## config.mk

```make
export PLATFORM = sky130hd
export DESIGN_NAME = adc_frame_capture
export DESIGN_NICKNAME = d
export VERILOG_FILES = /design/src/rtl/adc_frame_capture.sv
export SDC_FILE = /design/constraint.sdc
export NUM_CORES = 1
export LEC_CHECK = 0
export ABC_AREA = 1
export ABC_CLOCK_PERIOD_IN_PS = 3800
export BUFFER_PORTS_ARGS = -buffer_cell sky130_fd_sc_hd__buf_2
export CAP_MARGIN = 20
export CELL_PAD_IN_SITES_DETAIL_PLACEMENT = 0
export CELL_PAD_IN_SITES_GLOBAL_PLACEMENT = 2
export CORE_MARGIN = 2
export CORE_UTILIZATION = 35
export CTS_BUF_LIST = sky130_fd_sc_hd__clkbuf_16
export CTS_CLUSTER_SIZE = 20
export DETAILED_ROUTE_END_ITERATION = 7
export PLACE_DENSITY = 0.95
export SLEW_MARGIN = 15
export SYNTH_ARGS = -nofsm -noshare
export SYNTH_HDL_FRONTEND = slang
export SYNTH_SLANG_ARGS = --single-unit
```

## constraint.sdc

```tcl
create_clock -name clk -period 3.8 [get_ports clk]
set_clock_uncertainty 0.1 [all_clocks]
set_input_delay 0.57 -clock clk [delete_from_list [all_inputs] [get_ports clk]]
set_output_delay 0.57 -clock clk [all_outputs]
set_load 0.05 [all_outputs]
```

## src/rtl/adc_frame_capture.sv

```systemverilog
// adc_frame_capture
// SPI master (mode 1) that reads one conversion frame from an ADS1299-class
// 24-bit ADC on every data-ready falling edge. A frame is one status word
// followed by NUM_CH channel words. Each channel word is presented as a
// one-cycle sample strobe for the cursor core.
//
// Optional feature macro: ADC_STATUS_CHECK_EN
//   When defined, status_word[23:20] must read 4'b1100. A mismatch pulses
//   sync_error and suppresses every channel strobe of that frame.
//
// Parameters
//   CLK_DIV  SCLK half-period in clk cycles (2..255)
//   NUM_CH   channel words per frame (1..8)
// Ports
//   clk, rst          system clock, synchronous active-high reset
//   drdy_n            ADC data-ready, active-low, asynchronous
//   spi_miso          ADC serial data
//   clr_overrun       one-cycle pulse clearing frame_overrun
//   spi_sclk/spi_cs_n SPI clock (CPOL=0, CPHA=1) and chip select
//   raw_adc_in        last channel word
//   adc_channel_sel   channel index of raw_adc_in
//   adc_data_ready    one-cycle strobe qualifying raw_adc_in/adc_channel_sel
//   status_word       status word of the last frame
//   frame_overrun     sticky: drdy_n fell while a frame was in progress
//   sync_error        one-cycle strobe on a status header mismatch
module adc_frame_capture #(
  parameter int CLK_DIV = 4,
  parameter int NUM_CH  = 8
) (
  input  logic        clk,
  input  logic        rst,
  input  logic        drdy_n,
  input  logic        spi_miso,
  input  logic        clr_overrun,
  output logic        spi_sclk,
  output logic        spi_cs_n,
  output logic [23:0] raw_adc_in,
  output logic [2:0]  adc_channel_sel,
  output logic        adc_data_ready,
  output logic [23:0] status_word,
  output logic        frame_overrun,
  output logic        sync_error
);

  typedef enum logic [1:0] {
    ST_IDLE     = 2'd0,
    ST_CS_SETUP = 2'd1,
    ST_SHIFT    = 2'd2,
    ST_CS_HOLD  = 2'd3
  } state_t;

  localparam logic [7:0] DIV_LAST  = 8'(CLK_DIV - 1);
  // Word counter value once the last channel word has been shifted in.
  localparam logic [3:0] LAST_WORD = 4'(NUM_CH + 1);

  state_t      state_r;
  state_t      state_nxt_s;
  logic        sync1_r;
  logic        sync2_r;
  logic        hist_r;
  logic [1:0]  settle_r;
  logic        fall_r;
  logic [7:0]  div_cnt_r;
  logic        div_done_s;
  logic        sclk_r;
  logic        sclk_s;
  logic        cs_n_r;
  logic        cs_n_s;
  logic [22:0] shift_r;
  logic [23:0] word_s;
  logic [4:0]  bit_cnt_r;
  logic [3:0]  word_cnt_r;
  logic        sample_s;
  logic        word_end_s;
  logic        fwd_ok_s;
  logic [23:0] raw_r;
  logic [2:0]  sel_r;
  logic        ready_r;
  logic [23:0] status_r;
  logic        overrun_r;

  assign div_done_s = (div_cnt_r == DIV_LAST);
  // The cycle in which sclk is driven 1->0 is the sampling cycle.
  assign sample_s   = (state_r == ST_SHIFT) & sclk_r & div_done_s;
  assign word_s     = {shift_r, spi_miso};
  assign word_end_s = sample_s & (bit_cnt_r == 5'd23);

`ifdef ADC_STATUS_CHECK_EN
  logic suppress_r;
  logic sync_err_r;
  assign fwd_ok_s   = ~suppress_r;
  assign sync_error = sync_err_r;

  // Status header check; a bad header mutes the rest of the frame.
  always_ff @(posedge clk) begin
    if (rst) begin
      suppress_r <= 1'b0;
      sync_err_r <= 1'b0;
    end else begin
      sync_err_r <= word_end_s & (word_cnt_r == 4'd0) & (word_s[23:20] != 4'b1100);
      if (state_r == ST_IDLE) begin
        suppress_r <= 1'b0;
      end else if (word_end_s && (word_cnt_r == 4'd0) && (word_s[23:20] != 4'b1100)) begin
        suppress_r <= 1'b1;
      end
    end
  end
`else
  assign fwd_ok_s   = 1'b1;
  assign sync_error = 1'b0;
`endif

  // drdy_n synchronizer with registered falling-edge detect. The history bit
  // stays low until the synchronizer has flushed after reset, so a drdy_n
  // already low at reset release is never seen as an edge.
  always_ff @(posedge clk) begin
    if (rst) begin
      sync1_r  <= 1'b1;
      sync2_r  <= 1'b1;
      hist_r   <= 1'b0;
      settle_r <= 2'd0;
      fall_r   <= 1'b0;
    end else begin
      sync1_r <= drdy_n;
      sync2_r <= sync1_r;
      if (settle_r != 2'd3) begin
        settle_r <= settle_r + 2'd1;
      end
      hist_r <= (settle_r == 2'd3) ? sync2_r : 1'b0;
      fall_r <= hist_r & ~sync2_r;
    end
  end

  // FSM state register.
  always_ff @(posedge clk) begin
    if (rst) begin
      state_r <= ST_IDLE;
    end else begin
      state_r <= state_nxt_s;
    end
  end

  // FSM next-state logic.
  always_comb begin
    state_nxt_s = state_r;
    case (state_r)
      ST_IDLE: begin
        if (fall_r) state_nxt_s = ST_CS_SETUP;
        else        state_nxt_s = ST_IDLE;
      end
      ST_CS_SETUP: begin
        if (div_done_s) state_nxt_s = ST_SHIFT;
        else            state_nxt_s = ST_CS_SETUP;
      end
      ST_SHIFT: begin
        // Leave after the low phase that follows the final sample.
        if (div_done_s && !sclk_r && (word_cnt_r == LAST_WORD)) state_nxt_s = ST_CS_HOLD;
        else                                                    state_nxt_s = ST_SHIFT;
      end
      ST_CS_HOLD: begin
        if (div_done_s) state_nxt_s = ST_IDLE;
        else            state_nxt_s = ST_CS_HOLD;
      end
      default: state_nxt_s = ST_IDLE;
    endcase
  end

  // FSM output logic: next values of the registered SPI pins.
  always_comb begin
    cs_n_s = (state_nxt_s == ST_IDLE);
    sclk_s = 1'b0;
    case (state_r)
      ST_CS_SETUP: sclk_s = div_done_s;
      ST_SHIFT: begin
        if (div_done_s) sclk_s = ~sclk_r & (state_nxt_s == ST_SHIFT);
        else            sclk_s = sclk_r;
      end
      default: sclk_s = 1'b0;
    endcase
  end

  // Phase timing, shift register, counters, output registers and overrun.
  always_ff @(posedge clk) begin
    if (rst) begin
      cs_n_r     <= 1'b1;
      sclk_r     <= 1'b0;
      div_cnt_r  <= 8'd0;
      shift_r    <= 23'd0;
      bit_cnt_r  <= 5'd0;
      word_cnt_r <= 4'd0;
      raw_r      <= 24'd0;
      sel_r      <= 3'd0;
      ready_r    <= 1'b0;
      status_r   <= 24'd0;
      overrun_r  <= 1'b0;
    end else begin
      cs_n_r <= cs_n_s;
      sclk_r <= sclk_s;
      if ((state_r == ST_IDLE) || div_done_s) div_cnt_r <= 8'd0;
      else                                    div_cnt_r <= div_cnt_r + 8'd1;

      if (state_r == ST_IDLE) begin
        bit_cnt_r  <= 5'd0;
        word_cnt_r <= 4'd0;
      end else if (sample_s) begin
        shift_r <= word_s[22:0];
        if (bit_cnt_r == 5'd23) begin
          bit_cnt_r  <= 5'd0;
          word_cnt_r <= word_cnt_r + 4'd1;
        end else begin
          bit_cnt_r <= bit_cnt_r + 5'd1;
        end
      end

      ready_r <= 1'b0;
      if (word_end_s) begin
        if (word_cnt_r == 4'd0) begin
          status_r <= word_s;
        end else if (fwd_ok_s) begin
          raw_r   <= word_s;
          sel_r   <= word_cnt_r[2:0] - 3'd1;
          ready_r <= 1'b1;
        end
      end

      // A new edge while busy is dropped but recorded; set beats clear.
      overrun_r <= (fall_r & (state_r != ST_IDLE)) | (overrun_r & ~clr_overrun);
    end
  end

  assign spi_cs_n        = cs_n_r;
  assign spi_sclk        = sclk_r;
  assign raw_adc_in      = raw_r;
  assign adc_channel_sel = sel_r;
  assign adc_data_ready  = ready_r;
  assign status_word     = status_r;
  assign frame_overrun   = overrun_r;

endmodule
```

After elaboration in Yosys (flattened, before gate mapping)
Cells that the tools add are included.
{"block": "word_totals", "regBits": 103, "inputBits": 5, "output_inout_bits": 56, "word_cells": 72}
{"block": "classes", "n_addsub": 5, "eq_ne": 10, "n_mux": 9, "bitwise_logic": 15, "n_reduce_logical": 16}
{"operator": "adder 8 x 1 -> 8 bit (second input constant)", "n": 1}
{"operator": "equality test 2 bit (second input constant)", "n": 4}
{"operator": "equality test 8 x 2 -> 1 bit (second input constant)", "n": 1}
{"operator": "one-hot mux 2 bit (4 select lines)", "n": 1}
{"operator": "AND reduction 2 bit", "n": 4}
{"operator": "OR reduction 2 bit", "n": 4}
{"operator": "AND 1 bit", "n": 7}
{"operator": "NOT 1 bit", "n": 7}
{"operator": "adder 5 x 1 -> 5 bit (second input constant)", "n": 1}
{"operator": "equality test 5 bit (second input constant)", "n": 1}
{"operator": "2-to-1 mux 5 bit", "n": 1}
{"operator": "adder 4 x 1 -> 4 bit (second input constant)", "n": 1}
{"operator": "equality test 4 bit (second input constant)", "n": 1}
{"operator": "zero test 2 bit", "n": 2}
{"operator": "zero test 4 bit", "n": 1}
{"operator": "2-to-1 mux 1 bit", "n": 4}
{"operator": "2-to-1 mux 2 bit", "n": 2}
{"operator": "!= test 2 bit (second input constant)", "n": 2}
{"operator": "subtractor 3 x 1 -> 3 bit (second input constant)", "n": 1}
{"operator": "adder 2 x 1 -> 2 bit (second input constant)", "n": 1}
{"operator": "equality test 2 x 1 -> 1 bit (second input constant)", "n": 1}
{"operator": "logical AND 1 bit", "n": 2}
{"operator": "one-hot mux 1 bit (2 select lines)", "n": 1}
{"operator": "nonzero test 2 bit", "n": 1}
{"operator": "3 further kinds", "n": 3}

Longest topological paths before layout
{"block": "logic_depth", "ltp_word": 9, "depth_mapped": 11, "ltp_nobuf": 11}

Worst setup path after synthesis
OpenSTA, ideal clock, no wires.
{"block": "synth_timing", "path_type": "reg2reg", "startpoint": "reg sclk_r, in the netlist spi_sclk", "endpoint": "reg sel_r[2], in the netlist adc_channel_sel[2]", "setup_ns": 0.132, "arrival_ns": 1.644, "required_ns": 3.568, "path_slack_ns": 1.924, "path_stages_with_launch": 9, "n_path_buf": 1, "period_less_slack_ns": 1.876, "cell_sequence": "dfxtp_1 -> nand2_1 -> nor2_4 -> nand2_4 -> nor2_8 -> inv_2 -> buf_2 -> nand2_1 -> a21oi_1"}
{"block": "synth_via", "elab_chain_len": 4}
{"item": "start: declaration", "line_no": "65", "text": "logic sclk_r;"}
{"item": "start signal: assignment", "line_no": "198", "text": "sclk_r <= sclk_s;"}
{"item": "AND 1 bit (2 in series)", "line_no": "84", "text": "assign sample_s = (state_r == ST_SHIFT) & sclk_r & div_done_s;"}
{"item": "AND 1 bit", "line_no": "86", "text": "assign word_end_s = sample_s & (bit_cnt_r == 5'd23);"}
{"item": "AND reduction 2 bit (no source line)"}
{"item": "end signal: assignment", "line_no": "221", "text": "sel_r <= word_cnt_r[2:0] - 3'd1;"}
{"item": "end: declaration", "line_no": "77", "text": "logic [2:0] sel_r;"}
No other way between the ends.
A chain may end at the register's enable or synchronous reset.

Worst setup path in the final report
{"block": "layout_timing", "startpoint": "reg div_cnt_r[0]", "endpoint": "reg status_r[12], in the netlist status_word[12]"}
{"block": "layout_via", "elab_chain_len": 4}
{"item": "start: declaration", "line_no": "63", "text": "logic [7:0] div_cnt_r;"}
{"item": "start signal: assignment", "line_no": "200", "text": "else div_cnt_r <= div_cnt_r + 8'd1;"}
{"item": "equality test 8 x 2 -> 1 bit", "line_no": "82", "text": "assign div_done_s = (div_cnt_r == DIV_LAST);"}
{"item": "AND 1 bit", "line_no": "84"}
{"item": "AND 1 bit", "line_no": "86"}
{"item": "AND reduction 2 bit (no source line)"}
{"item": "end signal: assignment", "line_no": "218", "text": "status_r <= word_s;"}
{"item": "end: declaration", "line_no": "79", "text": "logic [23:0] status_r;"}
No other way between the ends.

==> out/qor_table.md <==
| Metric | Reported | Unit |
|---|---|---|
| Status | finished clean | - |
| Mapped Nets | 527 | - |
| Data required time of the critical path | 3890 | ps |
| Clock tree buffer depth | 2 | - |
| Final Critical Period | 2462 | ps |
| Arr. time, crit path | 2550 | ps |
| Number of pins exceeding their max-slew limit in the final report | 0 | - |
| Worst setup SP type | flop | - |
| Hold-fix buffers, CTS | 0 | - |
| Number of CTS-inserted buffers | 9 | - |
| Number of levels the H-tree was split into | 3 | - |
| Number of gates on the worst path with buffers counted | 10 | - |
| Cells resized by post-CTS repair | 0 | - |
| Antenna violations before repair | 0 | - |
| Register-to-Register Setup Slack | 1340 | ps |
| Length of the first detailed-routing pass in iterations | 4 | - |
| Type of the tightest min-delay check | reg2reg | - |
| Static leakage power | 1.890 | nW |
| Count of port buffers added during placement | 59 | - |
| Remaining global-route overflow | 0 | - |
| Max rail drop VDD | 0.2110 | mV |
| Critical Path, Cell by Cell | ha_1, nand2_1, nor2_1, nand2_2, nor2_4, nand2_4, nor2_4, inv_2, nand2_1, a21oi_1 | - |
| Setup TNS Final | 0 | ps |
| Iter 0 DRT Violations | 179 | - |
| Cells on worst reg2reg path | 10 | - |
| Power Density | 444.3 | nW/µm² |
| Core Area | 10940 | µm² |
| Number of diodes added for antenna fixing | 0 | - |
| Post-route antenna net violation count | 0 | - |
| Worst setup path endpoint | status_word[12] | - |
| Placed Cells | 688 | - |
| Pin count of the biggest net entering global routing | 83 | - |
| Number of vias after detailed routing | 3235 | - |
| FP Rows | 38 | - |
| Max-cap viol count | 0 | - |
| Filler Cells Inserted | 1155 | - |
| Clock tree from TritonCTS | built | - |
| I/O pin count | 61 | - |
| Half-perimeter wire length of the detailed placement result | 5534 | µm |
| Worst rel slew slack | 0.4339 | - |
| Number of storage elements in the synthesis netlist | 103 | - |
| Layout cells sized above 1 | 0.1667 | - |
| Slew at the pin closest to its max-slew limit | 849.2 | ps |
| Sequential share of the synthesized area | 0.5214 | - |
| Wire length of the first global-routing pass | 13740 | µm |
| Maximum clock frequency | 406.1 | MHz |
| Worst-path fanout max | 25 | - |
| Post-route worst hold slack | 320.6 | ps |
| Signed area change from the synthesized netlist to the final layout | 16.93 | % |
| Synthesized area per cell | 7.740 | µm² |
| End of the worst register-to-register path | status_word[12] | - |
| Final hold viol count | 0 | - |
| Weighted congestion reported at the end of routability-driven placement | 0.7511 | - |
| Core Util, Final | 0.4229 | - |
| Die width | 110.3 | µm |
| Combined global-route utilization of all metal layers | 0.1438 | - |
| Unrepaired setup endpoints after global routing | no | - |
| Hold Path Depth | 1 | - |
| Finished Layout Cells | 704 | - |
| Endpoints failing setup | 0 | - |
| Wire length per cell | 12.07 | µm |
| Height of the die | 110.3 | µm |
| Drt via density | 4.595 | - |
| Nets | 575 | - |
| Top delay family on crit path | simple AND/OR/NAND/NOR gates | - |
| Total Wirelength | 8497 | µm |
| Number of distinct library cell variants in the gate-level netlist after synthesis | 26 | - |
| Slowest stage cell, crit path | nor2_4 | - |
| Clk pin slew, worst setup/hold paths | 80 | ps |
| Setup bufs post-CTS | 0 | - |
| Endpoint kind of the worst setup timing path | flop | - |
| Worst setup path start | div_cnt_r[0] | - |
| Startpoint of the most critical register-to-register path | div_cnt_r[0] | - |
| DRC errors left | 0 | - |
| Number of global-route vias before repair | 2869 | - |
| Post-synthesis instance area | 3955 | µm² |
| Synthesized instance count | 511 | - |
| Crit share post-route | 0.6479 | - |
| Clock sink count | 103 | - |
| Starting utilization of the core area | 0.3617 | - |
| CTS Root Buffer Type | clkbuf_16 | - |
| Buffers and inverters on the worst path | 1 | - |
| Crit Path Category | reg2reg | - |
| Insertion delay to the later sink of the worst-skew pair | 350 | ps |
| Total Die Area | 12170 | µm² |
| Worst stage delay on the critical path | 510 | ps |
| Count of synthesis-stage warnings from yosys | 0 | - |
[worst reg2reg max path, delay by kind of cell (launching register included)]
family	cells	cell delay, ps
buffers and inverters	1	370
flip-flops	1	360
adder cells (fa/ha/maj)	1	220
AO/OA/AOI/OAI	1	70
AND/OR/NAND/NOR	7	1200
[synth_stat cells]
library cell	count	area share
buf_2	6	0.0076
o32ai_1	1	0.0022
inv_2	9	0.0085
nand2_2	1	0.0016
nor2_8	1	0.0051
nand2_4	1	0.0028
buf_4	5	0.0095
or2_2	3	0.0047
inv_1	26	0.025
conb_1	1	0.00095
a31oi_1	1	0.0016
a21oi_1	82	0.10
and3_1	1	0.0016
nor2_4	2	0.0057
o21ai_0	5	0.0063
nand4_1	4	0.0063
nand2_1	184	0.17
clkbuf_1	12	0.011
nor3_1	3	0.0038
nor2_2	1	0.0016
ha_1	11	0.035
xor2_1	8	0.018
nor2_1	30	0.028
nor3b_1	1	0.0019
dfxtp_1	103	0.52
nand3_1	9	0.011
[metal layers]
metal | track usage | routed length (µm) | vias to the layer above
li1 | - | - | 1712
met1 | 0.1893 | 4262 | 1461
met2 | 0.2336 | 3797 | 58
met3 | 0.03586 | 385 | 4
met4 | 0.04196 | 51 | 0
met5 | 0 | 0 | -
[placed cells by master, fill, tap and decap left out, drive strengths merged]
| cell type | n |
|---|---|
| nor2 | 34 |
| nand3 | 9 |
| a21oi | 82 |
| nand4 | 4 |
| nor3b | 1 |
| nand2 | 186 |
| a31oi | 1 |
| o32ai | 1 |
| conb | 1 |
| dfxtp | 103 |
| clkbuf | 9 |
| ha | 11 |
| inv | 40 |
| xor2 | 8 |
| o21ai | 5 |
| and3 | 1 |
| buf | 60 |
| or2 | 3 |
| clkinv | 2 |
| nor3 | 3 |
[per-stage QoR]
step | setup WS, ps | power, mW | cell area, µm²
after floorplan | 1924 | 1.144 | 3955
after global placement | 1339 | 1.151 | 4320
after detailed placement | 1307 | 1.152 | 4320
after CTS | 1300 | 2.076 | 4624
after global routing | 1083 | 2.125 | 4624
final | 1338 | 2.055 | 4624
[worst min path at each step]
stage                     slack (ps)  startpoint       to
after floorplan                  290     sync1_r  sync2_r
after global placement           310     sync1_r  sync2_r
after detailed placement         300     sync1_r  sync2_r
after CTS                        320      drdy_n  sync1_r
after global routing             320      drdy_n  sync1_r
final                            320     sync1_r  sync2_r
[power by group]
group	switching [mW]	total (mW)	internal, mW
clock	0.455	0.928	0.473
combinational	0.0253	0.0359	0.0105
sequential	0.00429	1.09	1.09
total	0.485	2.05	1.57
[layout make-up]
class / count / area [µm²] / area share
Inverter: 35 / 131.4 / 0.02841
Timing Repair Buffer: 60 / 302.8 / 0.06548
Multi-Input combinational cell: 350 / 1649 / 0.3566
Sequential cell: 103 / 2062 / 0.4459
Clock buffer: 9 / 225.2 / 0.04870
Tap cell: 140 / 175.2 / 0.03788
Clock inverter: 7 / 78.83 / 0.01705
[flip-flops by register name, indices dropped and copies added, names as in the netlist]
| signal | cells |
|---|---|
| adc_channel_sel | 3 |
| hist_r | 1 |
| state_r | 2 |
| shift_r | 23 |
| adc_data_ready | 1 |
| sync1_r | 1 |
| raw_adc_in | 24 |
| settle_r | 2 |
| fall_r | 1 |
| spi_cs_n | 1 |
| word_cnt_r | 4 |
| spi_sclk | 1 |
| status_word | 24 |
| frame_overrun | 1 |
| sync2_r | 1 |
| div_cnt_r | 8 |
| bit_cnt_r | 5 |
[cells by family (layout without fill, tap and decap cells)]
group / Yosys count / in the layout / synth area share
XOR/XNOR: 8 / 8 / 0.01772
buffers and inverters: 58 / 111 / 0.06169
other: 1 / 1 / 0.0009482
AO/OA/AOI/OAI: 89 / 89 / 0.1139
adder cells (fa/ha/maj): 11 / 11 / 0.03480
flip-flops: 103 / 103 / 0.5214
AND/OR/NAND/NOR: 241 / 241 / 0.2496
(Power assumes the default switching activity.)
